==> src/rtl/shift_deser.sv <==
// shift_deser: serial-to-4-bit deserializer with direction select, one-word output buffer and overrun flag.
// Defining PARITY_EN extends each frame to 4 data bits plus 1 even-parity bit and drives perr.
module shift_deser (
   input  logic       clk,
   input  logic       rst,
   input  logic       sin,
   input  logic       sen,
   input  logic       start,
   input  logic       dir,
   output logic [3:0] out,
   output logic       valid,
   input  logic       ready,
   output logic       busy,
   output logic       overrun,
   output logic       perr
);
   typedef enum logic {IDLE, RECV} state_t;
   state_t     r_state;
   logic [2:0] r_cnt;
   logic [3:0] r_sr;
   logic       r_dir;
   logic [3:0] r_out;
   logic       r_valid;
   logic       r_ovr;
   logic       r_perr;
   logic [3:0] w_shift;
   logic [3:0] w_word;
   logic       w_par;
   assign w_shift = r_dir ? {sin, r_sr[3:1]} : {r_sr[2:0], sin};
`ifdef PARITY_EN
   localparam logic [2:0] LAST = 3'd4;
   assign w_word = r_sr;
   assign w_par  = ^r_sr ^ sin;
`else
   localparam logic [2:0] LAST = 3'd3;
   assign w_word = w_shift;
   assign w_par  = 1'b0;
`endif
   assign out     = r_out;
   assign valid   = r_valid;
   assign busy    = (r_state == RECV);
   assign overrun = r_ovr;
   assign perr    = r_perr;
   // frame FSM, shift register and single-entry output buffer; completion into a full, unconsumed buffer drops the word
   always_ff @(posedge clk or posedge rst) begin
      if (rst) begin
         r_state <= IDLE;
         r_cnt   <= 3'd0;
         r_sr    <= 4'd0;
         r_dir   <= 1'b0;
         r_out   <= 4'd0;
         r_valid <= 1'b0;
         r_ovr   <= 1'b0;
         r_perr  <= 1'b0;
      end else begin
         if (r_valid && ready) r_valid <= 1'b0;
         if (start) begin
            r_state <= RECV;
            r_cnt   <= 3'd0;
            r_sr    <= 4'd0;
            r_dir   <= dir;
         end else if (r_state == RECV && sen) begin
            if (r_cnt == LAST) begin
               r_state <= IDLE;
               r_cnt   <= 3'd0;
               if (!r_valid || ready) begin
                  r_out   <= w_word;
                  r_perr  <= w_par;
                  r_valid <= 1'b1;
               end else begin
                  r_ovr <= 1'b1;
               end
            end else begin
               r_sr  <= w_shift;
               r_cnt <= r_cnt + 3'd1;
            end
         end
      end
   end
endmodule

==> config.mk <==
export PLATFORM = sky130hd
export DESIGN_NAME = shift_deser
export DESIGN_NICKNAME = d
export VERILOG_FILES = /design/src/rtl/shift_deser.sv
export SDC_FILE = /design/constraint.sdc
export NUM_CORES = 1
export LEC_CHECK = 0
export ABC_AREA = 1
export CAP_MARGIN = 20
export CORE_UTILIZATION = 51
export CTS_BUF_LIST = sky130_fd_sc_hd__clkbuf_4
export CTS_CLUSTER_SIZE = 28
export DETAILED_ROUTE_END_ITERATION = 7
export PLACE_DENSITY = 0.86
export SETUP_SLACK_MARGIN = 0.15
export SLEW_MARGIN = 20
export SYNTH_ARGS = -nofsm -noshare
export SYNTH_HDL_FRONTEND = slang
export SYNTH_SLANG_ARGS = --single-unit
==> constraint.sdc <==
create_clock -name clk -period 1.5 [get_ports clk]
set_clock_uncertainty 0.05 [all_clocks]
set_input_delay 0.375 -clock clk [delete_from_list [all_inputs] [get_ports clk]]
set_output_delay 0.375 -clock clk [all_outputs]
set_load 0.01 [all_outputs]
Yosys cells after proc, flatten, opt, wreduce, memory -nomap -nowiden --
Cells that the tools add are included.
Storage, ports and cells: output and inout port bits 8, register bits 15
Cells by class: reductions and logical operators 10, mux-type cells 15, eq/ne operators 2, $add $sub $neg 1, bitwise operators 2
Operators by type and width (count):
- 4-bit two-way mux | 4
- 3-bit two-way mux | 3
- 1-bit two-way mux | 8
- 4-bit AND reduction | 2
- 2-bit AND reduction | 2
- 2-bit nonzero test | 2
- 3-bit by 1-bit adder with 3-bit output, second input constant | 1
- 3-bit by 2-bit equality test with 1-bit output, second input constant | 1
- 1-bit logical AND | 2
- 2-bit != test, second input constant | 1
- 1-bit NOT | 2
- 1-bit zero test | 1
- 1-bit logical OR | 1

Depth between registers and ports, before layout --
depth in word-level cells 6, gate-level depth with buffers 7

Worst setup path after synthesis --
No wires, ideal clock.
path kind flip-flop to flip-flop, start point register r_cnt[0], end point register r_sr[1], setup slack 0.401 ns, setup time 0.117 ns, data required time 1.333 ns, cell stages (with the launch flop) 8, arrival 0.932 ns, cell sequence dfrtp_1 > ha_1 > inv_1 > nor2_2 > nand2_1 > nand2_2 > nand2_1 > nand2_1
Between the ends: cells in the longest elaborated chain, start to end 3
Ends and longest elaborated chain:
- from (decl) | line 19 | logic [2:0] r_cnt;
- from (signal assigned) | line 75 | r_cnt <= r_cnt + 3'd1;
- 3-bit by 2-bit equality test with 1-bit output | line 63 | if (r_cnt == LAST) begin
- 2-bit != test (no source line)
- 2-bit AND reduction (no source line)
- to (signal assigned) | line 74 | r_sr <= w_shift;
- to (decl) | line 20 | logic [3:0] r_sr;
No other way between the ends. A chain may end at the register's enable or synchronous reset.

Final worst setup path --
start point register r_valid, in the netlist valid, end point output valid
RTL lines:
- from (decl) | line 23 | logic r_valid;
- from (signal assigned) | line 52 | r_valid <= 1'b0;
- from (signal assigned) | line 56 | if (r_valid && ready) r_valid <= 1'b0;
- from (signal assigned) | line 69 | r_valid <= 1'b1;
- to (decl) | line 11 | output logic valid,
No word-level cell between the ends.

==> metrics.md <==
| Metric | Value |
|---|---|
| Status | completed |
| Via density | 4.936 |
| Crit path max fanout | 3 |
| Nature of the critical path startpoint | flip-flop |
| Vias in the first global route | 582 |
| First DRT Iteration DRCs | 14 |
| Num ports | 15 |
| Layout Cells excl Fill | 125 |
| Final ANT Viol Nets | 0 |
| ANT cells | 0 |
| Pin count of the biggest net entering global routing | 16 |
| Global Route Usage Sum | 24.43% |
| WS Path Type | reg2out |
| DIE AREA | 0.001567 sq mm |
| Grt ovf | 0 |
| Hold buffers post-CTS | 0 |
| GPL Wtd Cong | 0.9345 |
| Setup crit end kind | output port |
| Number of library cell types mapped by synthesis | 17 |
| VDD IR-drop max | 0.5026 mV |
| Worst path cell trace | clkbuf_2 |
| Seq/Total Area, Yosys | 52.08% |
| Multi-input logic area | 296.5 sq um |
| Reg area | 375.4 sq um |
| CP Data Arrival Time | 800 ps |
| Initial antenna violation count | 0 |
| CTS buffer count | 3 |
| Die H | 39.59 um |
| Unrepaired setup endpoints after global routing | false |
| Largest area contributor in the netlist | dfrtp_1 |
| Std cell rows | 13 |
| Starting Density | 55.38% |
| Peak Freq | 813.8 MHz |
| CTS H-tree lvls | 1 |
| Placed Cells | 120 |
| FF+latch count, synth | 15 |
| Syn. warnings | 0 |
| Worst-path clk slew | 90 ps |
| Worst-Skew Late Latency | 280 ps |
| Tightest Hold Check Type | in2async |
| Max stage delay cell, worst path | dfrtp_1 |
| Root buf cell | clkbuf_4 |
| Synth Net Count | 99 |
| Post-synthesis instance area | 720.7 sq um |
| First-pass GRT wire length | 2435 um |
| Hold Fails Final Rpt | 0 |
| Core Area | 0.001301 sq mm |
| DR vias | 617 |
| Final HPWL DP | 1072 um |
| Layout cell share with drive strength beyond 1 | 20.91% |
| Tmin final | 1229 ps |
| Buffers on Ports | 13 |
| Area growth syn-to-layout | 22.05% |
| Mean Syn Cell Area | 7.920 sq um |
| Nets | 119 |
| Total Power | 764.2 uW |
| Tightest hold margin | 327.1 ps |
| Setup violators final | 0 |
| Crit-path leading delay family | flip-flops |
| Setup_tns | 0 ps |
| Critical path data required time | 1070 ps |
| Routed wire length | 1402 um |
| Power per standard cell area | 868.8 mW/mm^2 |
| # clock sinks | 15 |
| Die X-Extent | 39.59 um |
| Pleak | 0.0005032 uW |
| # DRC | 0 |
| Wire per inst | 11.22 um |
| Cells after synthesis | 91 |
| CP bufs+invs | 1 |
| Area share of the largest cell type after synthesis | 52.08% |
| Fin. max-slew vios | 0 |
| CTS tree | done |
| Final Cycle Share | 81.92% |
| Fill cells | 119 |
| Max Cap Viol | 0 |
| Largest cells by area after synthesis | dfrtp_1 (52%), nand2_1 (19%), nand3_1 (6.9%), inv_1 (4.7%), nand2_2 (2.6%) |
| CTS max path bufs | 2 |
| CP peak stage delay | 390 ps |
| Drt first pass iters | 4 |
## registers in the layout (all words and copies together), names as in the netlist
| name | count |
|---|---|
| r_cnt | 3 |
| overrun | 1 |
| r_dir | 1 |
| out | 4 |
| valid | 1 |
| busy | 1 |
| r_sr | 4 |
## synth_stat cells
master	number
inv_2	2
nand2_2	3
nor2_2	2
o21ai_0	2
ha_1	1
nand2_1	37
a21oi_1	1
dfrtp_1	15
inv_1	9
nand3_1	10
conb_1	1
nand3_2	1
o21ai_1	1
buf_4	1
nor2_4	1
o211ai_1	1
nor2_1	3
## worst register-to-register path: cells and delay by family (launching register included)
family	cells	cell delay, ps
adders and majority gates	1	200
and+or+nand+nor	4	540
DFF	1	380
## where the power goes
group	switching, uW	internal [uW]	leakage, uW
registers	12.5	422	0.000195
clock network	132	99.0	0.0000177
logic	58.4	40.3	0.000291
## worst paths after layout
path	startpoint	to	slack, ps	cells past startpoint
min in group clk	overrun$_DFFE_PP0P_	overrun$_DFFE_PP0P_	420	2
setup reg to reg	r_cnt[0]$_DFFE_PP0P_	out[2]$_DFFE_PP0P_	290	5
hold reg to reg	overrun$_DFFE_PP0P_	overrun$_DFFE_PP0P_	420	2
hold / removal	rst	out[3]$_DFFE_PP0P_	330	3
max in group asynchronous	rst	r_cnt[0]$_DFFE_PP0P_	890	3
setup / recovery	valid$_DFF_PP0_	valid	270	1
## final cells by class
| type | instances | share of cell area, % |
|---|---|---|
| well taps | 15 | 2.134 |
| multi-input cells | 64 | 33.71 |
| flip-flops and latches | 15 | 42.67 |
| clock buffers | 3 | 2.560 |
| repair buffers | 16 | 13.66 |
| inverters | 11 | 4.694 |
| clock inverters | 1 | 0.5690 |
## through the flow
step	area, sq um	worst slack (ps)	util, %
finish	879.6	271.2	67.60
global route	879.6	161.7	67.60
detailed placement	877.1	-95.60	67.40
floorplan	720.7	401.0	-
CTS	910.9	120.1	70.00
global placement	877.1	-31.05	67.40
## cell families (layout without fill, tap and decap cells)
logic type	count (synthesis)	in the layout	synth area share (%)
compound gates	5	5	3.819
fa+ha+maj	1	1	1.736
buf+inv	12	31	6.771
flops	15	15	52.08
other cells	1	1	0.5203
simple gates	57	57	35.07
## layout by cell type, fill, tap and decap left out, drive strengths merged
master	Yosys	routed
nor2	6	6
o211ai	1	1
conb	1	1
a21oi	1	1
buf	1	3
ha	1	1
o21ai	3	3
dfrtp	15	15
clkdlybuf4s50	0	5
clkbuf	0	10
inv	11	11
nand2	40	40
nand3	11	11
dlymetal6s2s	0	1
clkinv	0	1
## metal layers
metal	up-vias	wire [um]	track usage (%)
met2	13	688	40.57
met4	0	36	15.52
met1	284	618	29.03
li1	316	-	-
met3	4	60	3.409
met5	-	0	0
## repair_timing
item / in CTS / in global routing
gates cloned: 0 / 0
setup endpoints to repair: 7 / 15
buffers inserted: 1 / 0
resized for setup: 13 / 9
No activity file was read; power rests on OpenSTA's default activity.
